**config.mk**
```make
export PLATFORM = sky130hd
export DESIGN_NAME = seq_decoder_flat
export DESIGN_NICKNAME = d
export VERILOG_FILES = /design/src/rtl/seq_decoder_pkg.sv /design/src/rtl/seq_decoder_if.sv /design/src/rtl/seq_decoder_onecold_decode.sv /design/src/rtl/seq_decoder.sv /design/src/flat_wrapper.sv
export SDC_FILE = /design/constraint.sdc
export NUM_CORES = 1
export LEC_CHECK = 0
export BUFFER_PORTS_ARGS = -buffer_cell sky130_fd_sc_hd__buf_4
export CAP_MARGIN = 20
export CORE_MARGIN = 4
export CORE_UTILIZATION = 47
export DETAILED_ROUTE_END_ITERATION = 8
export PLACE_DENSITY = 0.75
export SLEW_MARGIN = 20
export SYNTH_ARGS = -nofsm -noshare
export SYNTH_HDL_FRONTEND = slang
export SYNTH_SLANG_ARGS = --single-unit
```
**constraint.sdc**
```tcl
create_clock -name clk -period 2.3 [get_ports clk]
set_input_delay 0.23 -clock clk [delete_from_list [all_inputs] [get_ports clk]]
set_output_delay 0.23 -clock clk [all_outputs]
set_load 0.05 [all_outputs]
```
**src/rtl/seq_decoder_pkg.sv**
```systemverilog
// Shared encodings for seq_decoder: mode values, FSM states and the
// select-width to output-width helper.
package seq_decoder_pkg;

    localparam logic [1:0] MODE_DIRECT = 2'b00;
    localparam logic [1:0] MODE_SCAN   = 2'b01;
    localparam logic [1:0] MODE_SWEEP  = 2'b10;

    typedef enum logic [1:0] {
        ST_IDLE  = 2'd0,
        ST_SCAN  = 2'd1,
        ST_SWEEP = 2'd2
    } state_t;

    function automatic int out_w(input int sel_w);
        return 1 << sel_w;
    endfunction

endpackage

```
**src/rtl/seq_decoder_if.sv**
```systemverilog
// Host-side bundle for seq_decoder; the dwell field exists only when
// DEC_DWELL_EN is defined.
interface seq_decoder_if #(
    parameter int SEL_W = 3
`ifdef DEC_DWELL_EN
    , parameter int DWELL_W = 8
`endif
);
    import seq_decoder_pkg::*;

    localparam int OUT_W = out_w(SEL_W);

    logic             g_n;
    logic [1:0]       mode;
    logic [SEL_W-1:0] sel;
    logic             load;
    logic             start;
`ifdef DEC_DWELL_EN
    logic [DWELL_W-1:0] dwell;
`endif
    logic [OUT_W-1:0] dec_out_n;
    logic [SEL_W-1:0] index;
    logic             busy;
    logic             sweep_done;

    modport master (
        output g_n, mode, sel, load, start,
`ifdef DEC_DWELL_EN
        output dwell,
`endif
        input  dec_out_n, index, busy, sweep_done
    );

    modport slave (
        input  g_n, mode, sel, load, start,
`ifdef DEC_DWELL_EN
        input  dwell,
`endif
        output dec_out_n, index, busy, sweep_done
    );

endinterface

```
**src/rtl/seq_decoder_onecold_decode.sv**
```systemverilog
// Combinational SEL_W -> 2**SEL_W active-low decode; index i pulls bit
// (OUT_W-1-i) low, and en_n=1 forces every line high.
module onecold_decode #(
    parameter int SEL_W = 3,
    parameter int OUT_W = 8
) (
    input  logic [SEL_W-1:0] sel,
    input  logic             en_n,
    output logic [OUT_W-1:0] out_n
);

    always_comb begin
        out_n = '1;
        for (int i = 0; i < OUT_W; i++) begin
            if (!en_n && sel == SEL_W'(OUT_W - 1 - i)) begin
                out_n[i] = 1'b0;
            end
        end
    end

endmodule

```
**src/rtl/seq_decoder.sv**
```systemverilog
// Registered one-cold decoder with direct, continuous-scan and single-sweep
// modes. Define DEC_DWELL_EN to add the programmable dwell; otherwise D=1.
module seq_decoder #(
    parameter int SEL_W = 3
`ifdef DEC_DWELL_EN
    , parameter int DWELL_W = 8
`endif
) (
    input  logic          clk,
    input  logic          reset,
    seq_decoder_if.slave  bus
);
    import seq_decoder_pkg::*;

    localparam int OUT_W = out_w(SEL_W);
`ifdef DEC_DWELL_EN
    localparam int CNT_W = DWELL_W;
`else
    localparam int CNT_W = 1;
`endif
    localparam logic [SEL_W-1:0] LAST_IDX = SEL_W'(OUT_W - 1);

    state_t           state_q, state_d;
    logic [SEL_W-1:0] index_q, index_d;
    logic [CNT_W-1:0] cnt_q, cnt_d;
    logic [CNT_W-1:0] cnt_last;
    logic [OUT_W-1:0] dec_out_n_q, dec_out_n_d;
    logic             busy_q, busy_d;
    logic             sweep_done_q, sweep_done_d;
    logic             step;

`ifdef DEC_DWELL_EN
    logic [DWELL_W-1:0] dwell_q, dwell_d;

    // A latched dwell of 0 behaves as 1, so the terminal count is 0 for both.
    assign cnt_last = (dwell_q == '0) ? '0 : dwell_q - DWELL_W'(1);
`else
    assign cnt_last = '0;
`endif

    assign step = (cnt_q == cnt_last);

    always_comb begin
        state_d      = state_q;
        index_d      = index_q;
        cnt_d        = cnt_q;
        sweep_done_d = 1'b0;
`ifdef DEC_DWELL_EN
        dwell_d      = dwell_q;
`endif
        case (state_q)
            ST_IDLE: begin
                if (bus.mode == MODE_SCAN || (bus.mode == MODE_SWEEP && bus.start)) begin
                    state_d = (bus.mode == MODE_SCAN) ? ST_SCAN : ST_SWEEP;
                    index_d = '0;
                    cnt_d   = '0;
`ifdef DEC_DWELL_EN
                    dwell_d = bus.dwell;
`endif
                end else if (bus.mode != MODE_SWEEP && bus.load) begin
                    index_d = bus.sel;
                end
            end
            ST_SCAN: begin
                if (bus.mode != MODE_SCAN) begin
                    state_d = ST_IDLE;
                    cnt_d   = '0;
                end else if (step) begin
                    index_d = index_q + SEL_W'(1);
                    cnt_d   = '0;
                end else begin
                    cnt_d   = cnt_q + CNT_W'(1);
                end
            end
            ST_SWEEP: begin
                // A mode change aborts the sweep silently, even on its last cycle.
                if (bus.mode != MODE_SWEEP) begin
                    state_d = ST_IDLE;
                    cnt_d   = '0;
                end else if (step && index_q == LAST_IDX) begin
                    state_d      = ST_IDLE;
                    cnt_d        = '0;
                    sweep_done_d = 1'b1;
                end else if (step) begin
                    index_d = index_q + SEL_W'(1);
                    cnt_d   = '0;
                end else begin
                    cnt_d   = cnt_q + CNT_W'(1);
                end
            end
            default: begin
                state_d = ST_IDLE;
                cnt_d   = '0;
            end
        endcase
        busy_d = (state_d != ST_IDLE);
    end

    onecold_decode #(
        .SEL_W (SEL_W),
        .OUT_W (OUT_W)
    ) u_decode (
        .sel   (index_d),
        .en_n  (bus.g_n),
        .out_n (dec_out_n_d)
    );

    always_ff @(posedge clk) begin
        if (reset) begin
            state_q      <= ST_IDLE;
            index_q      <= '0;
            cnt_q        <= '0;
            dec_out_n_q  <= '1;
            busy_q       <= 1'b0;
            sweep_done_q <= 1'b0;
        end else begin
            state_q      <= state_d;
            index_q      <= index_d;
            cnt_q        <= cnt_d;
            dec_out_n_q  <= dec_out_n_d;
            busy_q       <= busy_d;
            sweep_done_q <= sweep_done_d;
        end
    end

`ifdef DEC_DWELL_EN
    always_ff @(posedge clk) begin
        dwell_q <= dwell_d;
    end
`endif

    assign bus.dec_out_n  = dec_out_n_q;
    assign bus.index      = index_q;
    assign bus.busy       = busy_q;
    assign bus.sweep_done = sweep_done_q;

endmodule
```
**src/flat_wrapper.sv**
```systemverilog
// flat-port wrapper written by rule: the top's interface ports become plain ports
module seq_decoder_flat import seq_decoder_pkg::*;
#(
    parameter int SEL_W = 3

)
  (clk, reset, bus_g_n, bus_mode, bus_sel, bus_load, bus_start, bus_dec_out_n, bus_index, bus_busy, bus_sweep_done);
  seq_decoder_if #(.SEL_W(SEL_W)) bus_i ();
  input  logic clk;
  input  logic reset;
  input wire logic [$bits(bus_i.g_n)-1:0] bus_g_n;
  input wire logic [$bits(bus_i.mode)-1:0] bus_mode;
  input wire logic [$bits(bus_i.sel)-1:0] bus_sel;
  input wire logic [$bits(bus_i.load)-1:0] bus_load;
  input wire logic [$bits(bus_i.start)-1:0] bus_start;
  output wire logic [$bits(bus_i.dec_out_n)-1:0] bus_dec_out_n;
  output wire logic [$bits(bus_i.index)-1:0] bus_index;
  output wire logic [$bits(bus_i.busy)-1:0] bus_busy;
  output wire logic [$bits(bus_i.sweep_done)-1:0] bus_sweep_done;
  assign bus_i.g_n = bus_g_n;
  assign bus_i.mode = bus_mode;
  assign bus_i.sel = bus_sel;
  assign bus_i.load = bus_load;
  assign bus_i.start = bus_start;
  assign bus_dec_out_n = bus_i.dec_out_n;
  assign bus_index = bus_i.index;
  assign bus_busy = bus_i.busy;
  assign bus_sweep_done = bus_i.sweep_done;
  seq_decoder #(.SEL_W(SEL_W)) u_core (.clk(clk), .reset(reset), .bus(bus_i));
endmodule
```
After elaboration in Yosys (flattened, before gate mapping)

Cells that the tools add are included.

Register bits: 16
Bits in latches: 0
RAM bits: 0
Bits in read-only memories: 0
Bits of input ports: 10
Output and inout bits: 13
Word-level logic and storage cells: 70
Memories kept: 0

$add $sub $neg: 2
Multiply operators: 0
Divide/modulo/power cells: 0
$lt $le $gt $ge: 0
Equality and inequality tests: 15
Shift-type cells: 0
Multiplexer cells: 28
Bitwise operators: 2
Reductions and logical operators: 17

Operators with widths:

| operator              | count |
|---|---|
| $mux W3               | 6 |
| $eq A3 B3 Y1 const B  | 5 |
| $mux W1               | 14 |
| $logic_and A1 B1 Y1   | 11 |
| $mux W2               | 5 |
| $pmux W3 S3           | 1 |
| $eq A3 B2 Y1 const B  | 2 |
| $pmux W2 S3           | 1 |
| $eq A2 B1 Y1 const B  | 2 |
| $eq A2 B2 Y1 const B  | 2 |
| $ne A2 B1 Y1 const B  | 2 |
| $add A3 B1 Y3 const B | 1 |
| $eq A3 B1 Y1 const B  | 1 |
| $logic_not A3 Y1      | 1 |
| $pmux W1 S3           | 1 |
| $reduce_or A3 Y1      | 1 |
| $logic_not A2 Y1      | 1 |
| $ne A2 B2 Y1 const B  | 1 |
| $not A1 Y1            | 2 |
| $reduce_bool A2 Y1    | 1 |
| $add A1 B1 Y1 const B | 1 |
| $logic_not A1 Y1      | 1 |
| $logic_or A1 B1 Y1    | 1 |

Depth between registers and ports, before layout

Gate-level depths: netlist of the first run.

Word-level depth: 8
Mapped depth: 7
Depth with buffers taken out: 7

Hierarchy

From an unflattened synthesis of the first run, not the netlist that was laid out.

Cell total of the unflattened synthesis: 82
Area total of the unflattened synthesis: 782.0 µm²

Modules (own cells, without submodules):

| module         | times used | cells an instance | area each (µm²) | sequential area each (µm²) |
|---|---|---|---|---|
| seq_decoder    | 1          | 74                | 701.9           | 300.3 |
| onecold_decode | 1          | 8                 | 80.1            | 0.0 |

Least setup slack after synthesis of the first run

No wires, ideal clock.

Kind: register -> register
Start: register u_core.index_q[0], in the netlist u_core.bus.index[0]
End: register u_core.dec_out_n_q[0], in the netlist u_core.bus.dec_out_n[0]
Library setup time: 0.132 ns
Data arrival time: 2.302 ns
Data required time: 2.168 ns
Setup slack: -0.134 ns
Stages on the path, launching flop included: 8
Path buffers: 0
Clock period less this slack: 2.434 ns
Path through: dfxtp_1 -> ha_1 -> ha_1 -> or3b_2 -> o22ai_1 -> nor2b_1 -> a221oi_1 -> or3b_2

Longest elaborated chain between the ends: 8
Elaborated cells on any way between the ends: 13
Classes of those cells: add/sub (1); eq/ne (2); mux (8); reduce/logical (2)

RTL lines:

| what                                           | line                                                    | source |
|---|---|---|
| start: declaration                             | seq_decoder.sv:24                                       | `logic [SEL_W-1:0] index_q, index_d;` |
| start signal: assignment                       | seq_decoder.sv:118                                      | `index_q <= index_d;` |
| $add A3 B1 Y3 or $eq A3 B3 Y1 (tied branches)  | seq_decoder.sv:69, seq_decoder.sv:85, seq_decoder.sv:80 |  |
| $mux W3 or $logic_and A1 B1 Y1 (tied branches) | seq_decoder.sv:68, seq_decoder.sv:84, seq_decoder.sv:80 |  |
| $mux W3                                        | seq_decoder.sv:80                                       | `end else if (step && index_q == LAST_IDX) begin` |
| $mux W3                                        | seq_decoder.sv:77                                       | `if (bus.mode != MODE_SWEEP) begin` |
| $pmux W3 S3 (*)                                | seq_decoder.sv:51                                       | `case (state_q)` |
| $eq A3 B3 Y1 (*)                               | seq_decoder_onecold_decode.sv:15                        | `if (!en_n && sel == SEL_W'(OUT_W - 1 - i)) begin` |
| $logic_and A1 B1 Y1 (*)                        | seq_decoder_onecold_decode.sv:15                        |  |
| $mux W1 (*)                                    | seq_decoder_onecold_decode.sv:15                        |  |
| end signal: assignment                         | seq_decoder.sv:120                                      | `dec_out_n_q <= dec_out_n_d;` |
| end: declaration                               | seq_decoder.sv:27                                       | `logic [OUT_W-1:0] dec_out_n_q, dec_out_n_d;` |

Every way passes the cells marked *; elsewhere a longest branch is shown, timed or not.
A chain may end at the register's enable or synchronous reset.

Worst setup path after layout of the first run

Same ends and word-level chain as after synthesis.

==> reports/qor.csv, run 1 <==
metric;value;unit
number_of_nets_in_the_layout;110;
tritoncts_num_sinks;15;
number_of_buffers_added_by_the_clock_tree_synthesis_step;3;
die_height;46.13;um
timing.hold.worst.class;in -> reg;
floorplan.die_area;2128;um2
period_needed;2.228;ns
post_synth_num_cell_types;31;
grt_max_degree;9;
io_pins;23;
asyncSetResetFlopFracSynth;0;%
final.setup.tns;0;ns
count_of_final_hold_check_violations;0;
synth_seq_cells;15;
fmax;448.9;MHz
seq_area_frac_synth;43.96;%
setup_viol;0;
hold_buffers;0;
detail_route.drc_violations;0;
maxCapViolations;0;
result_of_the_run;complete, no violations;
cts_buffer_depth;2;
h-tree-depth;1;
synth_enable_flop_cells;0;
numPortBuffers;22;
grt_pass1_wl;2587;um
drive_gt1_share;43.75;%
drt_pre_antenna_iters;4;
drtAntennaViolNets;0;
slew_headroom;54.72;%
final.hold.worst_slack;0.1780;ns
routed-via-count;612;
syn-instance-count;67;
num_rows;13;
worstPathRequired;2.47;ns
routed_via_density;5.514;
criticalPathCategory;reg -> reg;
max_fanout_on_critical_path;4;
yosysWarningCount;0;
ff_latch_area;304.0;um2
finalCoreUtilization;69.79;%
grt_use_total;17.20;%
multi_input_area;382.9;um2
cts_tree;built;
powerDensity;576.3;nW/um2
worst-endpoint-arrival;2.39;ns
areaGrowthSynthToFinish;36.26;%
leakage;0.3918;nW
cts_root_buf;sky130_fd_sc_hd__clkbuf_4;
syn-cell-area;683.2;um2
finalWeightedCongestion;0.8345;
clock_pin_slew_worst_setup_and_hold_paths;0.09;ns
core-area;1334;um2
first_global_vias;599;
finalCritPeriodShare;96.86;%
post_drt_wl_per_cell;14.73;um
synthesis.area_per_instance;10.20;um2
clock_skew;0.006480;ns
vdd_ir_drop_max;0.0004035;V
floorplan.initialDensity;51.22;%
worstMarginPinSlew;0.6792;ns
synth_fp_nets;80;
postRouteWirelength;1635;um
ys_dominant_reg_cell;sky130_fd_sc_hd__dfxtp_1;
initialDrtViolationCount;13;
grt_antenna_before_repair;0;
globalRoute.totalOverflow;0;
final.fill_count;110;
cp_startpoint_kind;flip-flop;
clock_latency_of_the_later_clocked_register_in_the_worst_skew_pair;0.28;ns
post-dp-hpwl;1176;um
antenna_cells;0;
maxSlewViolCount;0;
die_width;46.13;um
critPathCaptureType;flip-flop;
-- Yosys cell counts (2+ instances only) --
cell type | count | share of area [%]
sky130_fd_sc_hd__dfxtp_1 | 15 | 44
sky130_fd_sc_hd__ha_1 | 3 | 5.5
sky130_fd_sc_hd__inv_1 | 3 | 1.6
sky130_fd_sc_hd__nand2_1 | 3 | 1.6
sky130_fd_sc_hd__nand3_1 | 3 | 2.2
sky130_fd_sc_hd__nand3b_1 | 4 | 4.4
sky130_fd_sc_hd__nor2_1 | 7 | 3.8
sky130_fd_sc_hd__nor2b_1 | 2 | 1.8
sky130_fd_sc_hd__o21ai_0 | 3 | 2.2
sky130_fd_sc_hd__o22ai_1 | 2 | 1.8
sky130_fd_sc_hd__or3b_2 | 2 | 2.6
-- flip-flops by register name (all words and copies together), names as in the netlist --
| name | cells |
|---|---|
| u_core.state_q | 2 |
| u_core.bus.busy | 1 |
| u_core.bus.index | 3 |
| u_core.bus.sweep_done | 1 |
| u_core.bus.dec_out_n | 8 |
-- final cells by class --
type | instances | share of cell area, %
multi-input cells | 49 | 41.13
flip-flops and latches | 15 | 32.66
repair buffers | 25 | 20.16
clock buffers | 4 | 2.823
well taps | 15 | 2.016
inverters | 3 | 1.210
-- placed cells by master (no fill, tap or decap), types with 2 or more instances in the layout --
cell                       instances
sky130_fd_sc_hd__nand3b_1          4
sky130_fd_sc_hd__o21ai_0           3
sky130_fd_sc_hd__buf_4            25
sky130_fd_sc_hd__or3b_2            2
sky130_fd_sc_hd__nand3_1           3
sky130_fd_sc_hd__nor2b_1           2
sky130_fd_sc_hd__inv_1             3
sky130_fd_sc_hd__nand2_1           3
sky130_fd_sc_hd__ha_1              2
sky130_fd_sc_hd__dfxtp_1          12
sky130_fd_sc_hd__nor2_1            7
sky130_fd_sc_hd__a222oi_1          2
sky130_fd_sc_hd__clkbuf_4          3
sky130_fd_sc_hd__dfxtp_2           3
-- critical path, cell delays in order (launching register included) --
cell and delay [ns]:
sky130_fd_sc_hd__dfxtp_2 0.34, sky130_fd_sc_hd__ha_1 0.23, sky130_fd_sc_hd__ha_2 0.21, sky130_fd_sc_hd__or3b_2 0.48
sky130_fd_sc_hd__o22ai_4 0.14, sky130_fd_sc_hd__nor2b_1 0.15, sky130_fd_sc_hd__a221oi_1 0.08, sky130_fd_sc_hd__or3b_2 0.48
-- power by group --
| group | internal [W] | total (W) | switching (W) |
|---|---|---|---|
| Clock | 0.0000673 | 0.000146 | 0.0000790 |
| Sequential | 0.000268 | 0.000274 | 0.00000594 |
| Combinational | 0.0000481 | 0.000116 | 0.0000677 |
-- metrics by stage --
step / instances / instance area [um2] / total power, W / setup WS, ns
finish: 111 / 930.9 / 0.0005364 / 0.07214
global route: 111 / 930.9 / 0.0005645 / -0.001659
CTS: 110 / 913.4 / 0.0005380 / 0.01155
detailed placement: 105 / 870.8 / 0.0003882 / -0.007984
global placement: 105 / 870.8 / 0.0003858 / 0.04789
floorplan: 67 / 686.9 / 0.0003500 / 0.01710
-- layer usage --
layer,share of wire [%],routed length (um),GRT usage [%]
met1,44,714,22.20
met2,47,774,25.27
met5,0,0,0
met4,0.73,12,6.250
met3,8.2,134,7.422
-- what timing repair did --
item	4_1_cts	5_1_grt
gates resized for setup	1	2
pin swaps	1	1
cloned	1	0
setup endpoints to repair	1	1
buffers inserted	0	1
-- final timing paths --
| check | startpoint | endpoint | slack, ns | cells after the start |
|---|---|---|---|---|
| max | u_core.bus.index[0] | u_core.bus.dec_out_n[0] | 0.07 | 7 |
| min | reset | u_core.bus.index[2] | 0.18 | 2 |
| max reg2reg | u_core.bus.index[0] | u_core.bus.dec_out_n[0] | 0.07 | 7 |
| min reg2reg | u_core.state_q[0] | u_core.state_q[1] | 0.60 | 1 |
-- kinds of logic (layout without fill, tap and decap cells) --
logic type | after synthesis | in the layout | share of synthesized area, %
AND/OR/NAND/NOR | 31 | 31 | 29.31
adder cells (fa/ha/maj) | 3 | 3 | 5.495
multiplexers | 3 | 3 | 5.311
AO/OA/AOI/OAI | 10 | 11 | 10.81
flip-flops | 15 | 15 | 43.96
buffers and inverters | 4 | 32 | 3.845
XOR/XNOR | 1 | 1 | 1.282
Note: power is estimated with default switching activity, not from simulation.
==> run 2: changes to the inputs <==
Settings changed: PLACE_DENSITY 0.75 to 0.74.
==> reports/qor.csv, run 2 (synthesis results as in run 1) <==
metric;value;unit;change
drt_pre_antenna_iters;4;;unchanged
fmax;457.2;MHz;was 448.9 MHz
cts_root_buf;sky130_fd_sc_hd__clkbuf_4;;unchanged
cts_buffer_depth;2;;unchanged
worstHoldStart;reset;;unchanged
clock_latency_of_the_later_clocked_register_in_the_worst_skew_pair;0.27;ns;was 0.28 ns
period_needed;2.187;ns;was 2.228 ns
floorplan.die_area;2128;um2;unchanged
finalCritPeriodShare;95.09;%;was 96.86%
first_global_vias;542;;was 599
fin_ws;0.1129;ns;was 0.07214 ns
h-tree-depth;1;;unchanged
place_worst_setup_slack;0.08105;ns;was -0.007984 ns
io_pins;23;;unchanged
timing.hold.worst.class;in -> reg;;unchanged
detail_route.drc_violations;0;;unchanged
maxCapViolations;0;;unchanged
clock_pin_slew_worst_setup_and_hold_paths;0.08;ns;was 0.09 ns
r2r_start;u_core.bus.index[0];;unchanged
slew_headroom;68.83;%;was 54.72%
max_fanout_on_critical_path;4;;unchanged
vdd_ir_drop_max;0.0004943;V;was 0.0004035 V
grt_pass1_wl;2366;um;was 2587 um
antenna_cells;0;;unchanged
drive_gt1_share;44.21;%;was 43.75%
clock_skew;0.004985;ns;was 0.006480 ns
number_of_buffers_added_by_the_clock_tree_synthesis_step;3;;unchanged
routed_via_density;5.436;;was 5.514
maxSlewViolCount;0;;unchanged
powerDensity;578.2;nW/um2;was 576.3 nW/um2
worstPathRequired;2.46;ns;was 2.47 ns
die_height;46.13;um;unchanged
share_clk_of_total_power;26.8;%;was 27.3%
numPortBuffers;22;;unchanged
r2r_setup_slack;0.11;ns;was 0.07 ns
rsz0062_at_grt;false;;
tritoncts_num_sinks;15;;unchanged
num_rows;13;;unchanged
cp_startpoint_kind;flip-flop;;unchanged
hold_buffers;0;;unchanged
internal-power;0.0003830;W;was 0.0003839 W
worst-endpoint-arrival;2.34;ns;was 2.39 ns
initialDrtViolationCount;15;;was 13
final.fill_count;116;;was 110
seq_power_share;51.9;%;was 51.1%
netSwitchingPower;0.0001452;W;was 0.0001526 W
critPathCaptureType;flip-flop;;unchanged
largest_register_ff_count;8;;unchanged
holdPathStages;2;;unchanged
part_of_the_total_power_dissipated_in_combinational_logic;21.2;%;was 21.6%
grt_antenna_before_repair;0;;unchanged
areaGrowthSynthToFinish;33.70;%;was 36.26%
postRouteWirelength;1565;um;was 1635 um
grt_use_total;16.12;%;was 17.20%
whs_endpoint;u_core.bus.index[2];;unchanged
result_of_the_run;complete, no violations;;unchanged
grt_max_degree;10;;was 9
layout.cells.most_common;sky130_fd_sc_hd__buf_4;;unchanged
postPlaceCellArea;870.8;um2;unchanged
finalWeightedCongestion;0.8601;;was 0.8345
destination_of_the_worst_register_to_register_timing_path;u_core.bus.dec_out_n[0];;unchanged
drtAntennaViolNets;0;;unchanged
routed-via-count;598;;was 612
mostFrequentLayoutCells;sky130_fd_sc_hd__buf_4 (25), sky130_fd_sc_hd__dfxtp_1 (12), sky130_fd_sc_hd__nor2_1 (7);;unchanged
design_power_total;0.0005282;W;was 0.0005364 W
leakage;0.3898;nW;was 0.3918 nW
globalRoute.totalOverflow;0;;unchanged
worstMarginPinSlew;0.4676;ns;was 0.6792 ns
die_width;46.13;um;unchanged
final.setup.tns;0;ns;unchanged
setup_viol;0;;unchanged
criticalPathCategory;reg -> reg;;unchanged
post-dp-hpwl;1185;um;was 1176 um
reg2regPathDepth;7;;unchanged
number_of_nets_in_the_layout;109;;was 110
core-area;1334;um2;unchanged
final.hold.worst_slack;0.1882;ns;was 0.1780 ns
count_of_final_hold_check_violations;0;;unchanged
post_drt_wl_per_cell;14.23;um;was 14.73 um
layout.cell_area.non_filler;913.4;um2;was 930.9 um2
floorplan.initialDensity;51.22;%;unchanged
cts_tree;built;;unchanged
sw_frac_of_total;27.49;%;was 28.44%
## run 2: changes by cell type in the layout (fill, tap and decap cells not counted), sizes merged
cell,before,now
a222oi,2,1
## run 2: per-stage QoR
| stage | cells | utilization, % |
|---|---|---|
| 6_report | 110 | 68.48 |
| 5_1_grt | 110 | 68.48 |
| 4_1_cts | 109 | 67.26 |
| 3_5_place_dp | 105 | 65.29 |
| 3_3_place_gp | 105 | 65.29 |
| 2_1_floorplan | 67 | - |
## run 2: worst max-delay path by stage
stage	start	to	cells after the start
after floorplan	u_core.bus.index[0]	u_core.bus.dec_out_n[0]	7
after global placement	bus_mode[1]	u_core.bus.dec_out_n[0]	6
after detailed placement	u_core.bus.index[0]	u_core.bus.dec_out_n[0]	6
after CTS	u_core.bus.index[0]	u_core.bus.dec_out_n[7]	6
after global routing	u_core.bus.index[0]	u_core.bus.dec_out_n[0]	7
final	u_core.bus.index[0]	u_core.bus.dec_out_n[0]	7
## run 2: cell type report
class	instances	area (um2)	area share [%]
Multi-Input combinational cell	48	365.4	40.00
Clock buffer	4	26.28	2.877
Sequential cell	15	304.0	33.29
Inverter	3	11.26	1.233
Tap cell	15	18.77	2.055
Timing Repair Buffer	25	187.7	20.55
## run 2: repair_timing
item | CTS | global route
setup endpoints to repair | 0 | 9
buffers inserted | 0 | 1
resized for setup | 0 | 2
## run 2: critical path, cell delays in order, from the launching register on
cell and delay [ns]:
sky130_fd_sc_hd__dfxtp_2 0.34, sky130_fd_sc_hd__ha_1 0.22, sky130_fd_sc_hd__ha_2 0.19, sky130_fd_sc_hd__or3b_2 0.45, sky130_fd_sc_hd__o22ai_2 0.14, sky130_fd_sc_hd__nor2b_1 0.15, sky130_fd_sc_hd__a221oi_1 0.08, sky130_fd_sc_hd__or3b_2 0.49
## run 2: power by group through the flow
stage	Sequential, W	Clock, W	Combinational [W]
final	0.000274	0.000142	0.000112
after global placement	0.000280	0	0.000105
after detailed placement	0.000280	0	0.000108
after global routing	0.000275	0.000156	0.000120
after CTS	0.000274	0.000145	0.000109
after floorplan	0.000305	0	0.0000451
## run 2: routing by layer
metal | track usage, % | vias up | routed length [um]
met5 | 0 | - | 0
met4 | 3.977 | 0 | 9
met3 | 7.031 | 2 | 141
met2 | 27.20 | 20 | 764
met1 | 18.48 | 276 | 649
li1 | - | 300 | -
==> run 3: changes to the inputs <==
Settings changed: SETUP_SLACK_MARGIN from default to 0.2.
==> reports/qor.csv, run 3 (synthesis results as in run 1) <==
metric;value;unit;change
result_of_the_run;complete, no violations;;unchanged
critPathCaptureType;flip-flop;;unchanged
die_height;46.13;um;unchanged
holdPathStages;2;;unchanged
worst-endpoint-arrival;2.26;ns;was 2.34 ns
worstPathRequired;2.46;ns;about the same
timing.hold.worst.class;in -> reg;;unchanged
routed_via_density;5.384;;was 5.436
clock_skew;0.002426;ns;was 0.004985 ns
whs_endpoint;u_core.bus.index[1];;was u_core.bus.index[2]
drt_pre_antenna_iters;4;;unchanged
grt_use_total;18.25;%;was 16.12%
cts_root_buf;sky130_fd_sc_hd__clkbuf_4;;unchanged
clock_pin_slew_worst_setup_and_hold_paths;0.08;ns;about the same
post_drt_wl_per_cell;14.32;um;was 14.23 um
powerDensity;536.9;nW/um2;was 578.2 nW/um2
largest_register_ff_count;8;;unchanged
cp_startpoint_kind;flip-flop;;unchanged
mostFrequentLayoutCells;sky130_fd_sc_hd__buf_4 (27), sky130_fd_sc_hd__dfxtp_1 (11), sky130_fd_sc_hd__nor2_1 (7);;was sky130_fd_sc_hd__buf_4 (25), sky130_fd_sc_hd__dfxtp_1 (12), sky130_fd_sc_hd__nor2_1 (7)
setup_viol;0;;unchanged
globalRoute.totalOverflow;0;;unchanged
floorplan.initialDensity;51.22;%;unchanged
r2r_setup_slack;0.19;ns;was 0.11 ns
worstMarginPinSlew;0.3878;ns;was 0.4676 ns
vdd_ir_drop_max;0.0003688;V;was 0.0004943 V
stdcell_count;112;;was 110
floorplan.die_area;2128;um2;unchanged
tritoncts_num_sinks;15;;unchanged
areaGrowthSynthToFinish;46.34;%;was 33.70%
leakage;0.4064;nW;was 0.3898 nW
num_rows;13;;unchanged
finalWeightedCongestion;0.7848;;was 0.8601
final.fill_count;103;;was 116
worstHoldStart;reset;;unchanged
layout.cells.most_common;sky130_fd_sc_hd__buf_4;;unchanged
postRouteWirelength;1604;um;was 1565 um
maxSlewViolCount;0;;unchanged
core-area;1334;um2;unchanged
r2r_start;u_core.state_q[1];;was u_core.bus.index[0]
number_of_buffers_added_by_the_clock_tree_synthesis_step;3;;unchanged
max_fanout_on_critical_path;9;;was 4
ff_latch_area;312.8;um2;was 304.0 um2
grt_pass1_wl;2649;um;was 2366 um
criticalPathCategory;reg -> reg;;unchanged
grt_antenna_before_repair;0;;unchanged
placed_cells_incl_taps;103;;was 105
period_needed;2.106;ns;was 2.187 ns
h-tree-depth;1;;unchanged
finalCritPeriodShare;91.57;%;was 95.09%
io_pins;23;;unchanged
maxCapViolations;0;;unchanged
cts_buffer_depth;2;;unchanged
numPortBuffers;22;;unchanged
hold_buffers;0;;unchanged
post-dp-hpwl;1129;um;was 1185 um
grt_max_degree;10;;unchanged
antenna_cells;0;;unchanged
cts_tree;built;;unchanged
slew_headroom;74.15;%;was 68.83%
rsz0062_at_grt;true;;was false
routed-via-count;603;;was 598
final.setup.tns;0;ns;unchanged
number_of_nets_in_the_layout;111;;was 109
initialDrtViolationCount;12;;was 15
count_of_final_hold_check_violations;0;;unchanged
reg2regPathDepth;5;;was 7
multi_input_area;427.9;um2;was 365.4 um2
clock_latency_of_the_later_clocked_register_in_the_worst_skew_pair;0.27;ns;about the same
destination_of_the_worst_register_to_register_timing_path;u_core.bus.dec_out_n[4];;was u_core.bus.dec_out_n[0]
first_global_vias;581;;was 542
drive_gt1_share;51.55;%;was 44.21%
detail_route.drc_violations;0;;unchanged
fmax;474.8;MHz;was 457.2 MHz
drtAntennaViolNets;0;;unchanged
finalCoreUtilization;74.95;%;was 68.48%
die_width;46.13;um;unchanged
run 3: cell types whose count changed in the layout (fill, tap and decap cells not counted), moves of 2 or more:
cell | previous run | this run
sky130_fd_sc_hd__ha_1 | 2 | 0
sky130_fd_sc_hd__buf_4 | 25 | 27
sky130_fd_sc_hd__dfxtp_2 | 3 | 1
sky130_fd_sc_hd__ha_4 | 0 | 3
sky130_fd_sc_hd__dfxtp_4 | 0 | 3
run 3: repair_timing:
| action | 4_1_cts | 5_1_grt |
|---|---|---|
| endpoints found under the setup margin | 8 | 2 |
| buffers inserted | 4 | 1 |
| pin swaps | 2 | 2 |
| gates resized for setup | 4 | 2 |
run 3: final cells by class:
type,count,share of cell area (%)
sequential,15,31.29
multi-input combinational,48,42.80
tap,15,1.877
inverter,3,1.126
timing repair buffer,27,20.28
clock buffer,4,2.628
run 3: worst max path at each step:
stage	startpoint	end	slack [ns]	cells past startpoint
floorplan	u_core.bus.index[0]	u_core.bus.dec_out_n[0]	0.19	7
global placement	bus_mode[1]	u_core.bus.dec_out_n[0]	0.15	6
detailed placement	bus_mode[1]	u_core.bus.dec_out_n[0]	0.13	6
CTS	u_core.bus.index[0]	u_core.bus.dec_out_n[0]	0.21	7
global route	u_core.state_q[1]	u_core.bus.dec_out_n[4]	0.16	5
finish	u_core.state_q[1]	u_core.bus.dec_out_n[4]	0.19	5
run 3: stage by stage:
stage / hold slack (ns) / area (um2) / setup slack, ns / power, W
after floorplan: 0.3545 / 734.5 / 0.1880 / 0.0003537
after CTS: 0.1729 / 987.2 / 0.2146 / 0.0005420
after detailed placement: 0.4748 / 903.4 / 0.1335 / 0.0003890
after global routing: 0.1714 / 999.7 / 0.1582 / 0.0005691
after global placement: 0.4741 / 903.4 / 0.1546 / 0.0003877
final: 0.1892 / 999.7 / 0.1938 / 0.0005368
run 3: power breakdown:
| part | switching (W) | internal [W] | leakage (nW) |
|---|---|---|---|
| Clock | 0.0000721 | 0.0000673 | 0.0150 |
| Sequential | 0.00000713 | 0.000266 | 0.125 |
| Combinational | 0.0000696 | 0.0000544 | 0.267 |
| Total | 0.000149 | 0.000388 | 0.406 |
run 3: per-layer routing:
layer  global-route usage [%]  wire length (um)  up-vias
li1                         -                 -      304
met1                    19.38               661      282
met2                    32.69               844       15
met3                    7.422                89        2
met4                    5.114                 8        0
met5                        0                 0        -
run 3: worst max-delay path: stages (launching register included):
cell and delay [ns]:
sky130_fd_sc_hd__dfxtp_4 0.37, sky130_fd_sc_hd__or3b_4 0.43, sky130_fd_sc_hd__mux2_4 0.31, sky130_fd_sc_hd__a32o_2 0.26, sky130_fd_sc_hd__nor4_4 0.23, sky130_fd_sc_hd__or3b_1 0.38
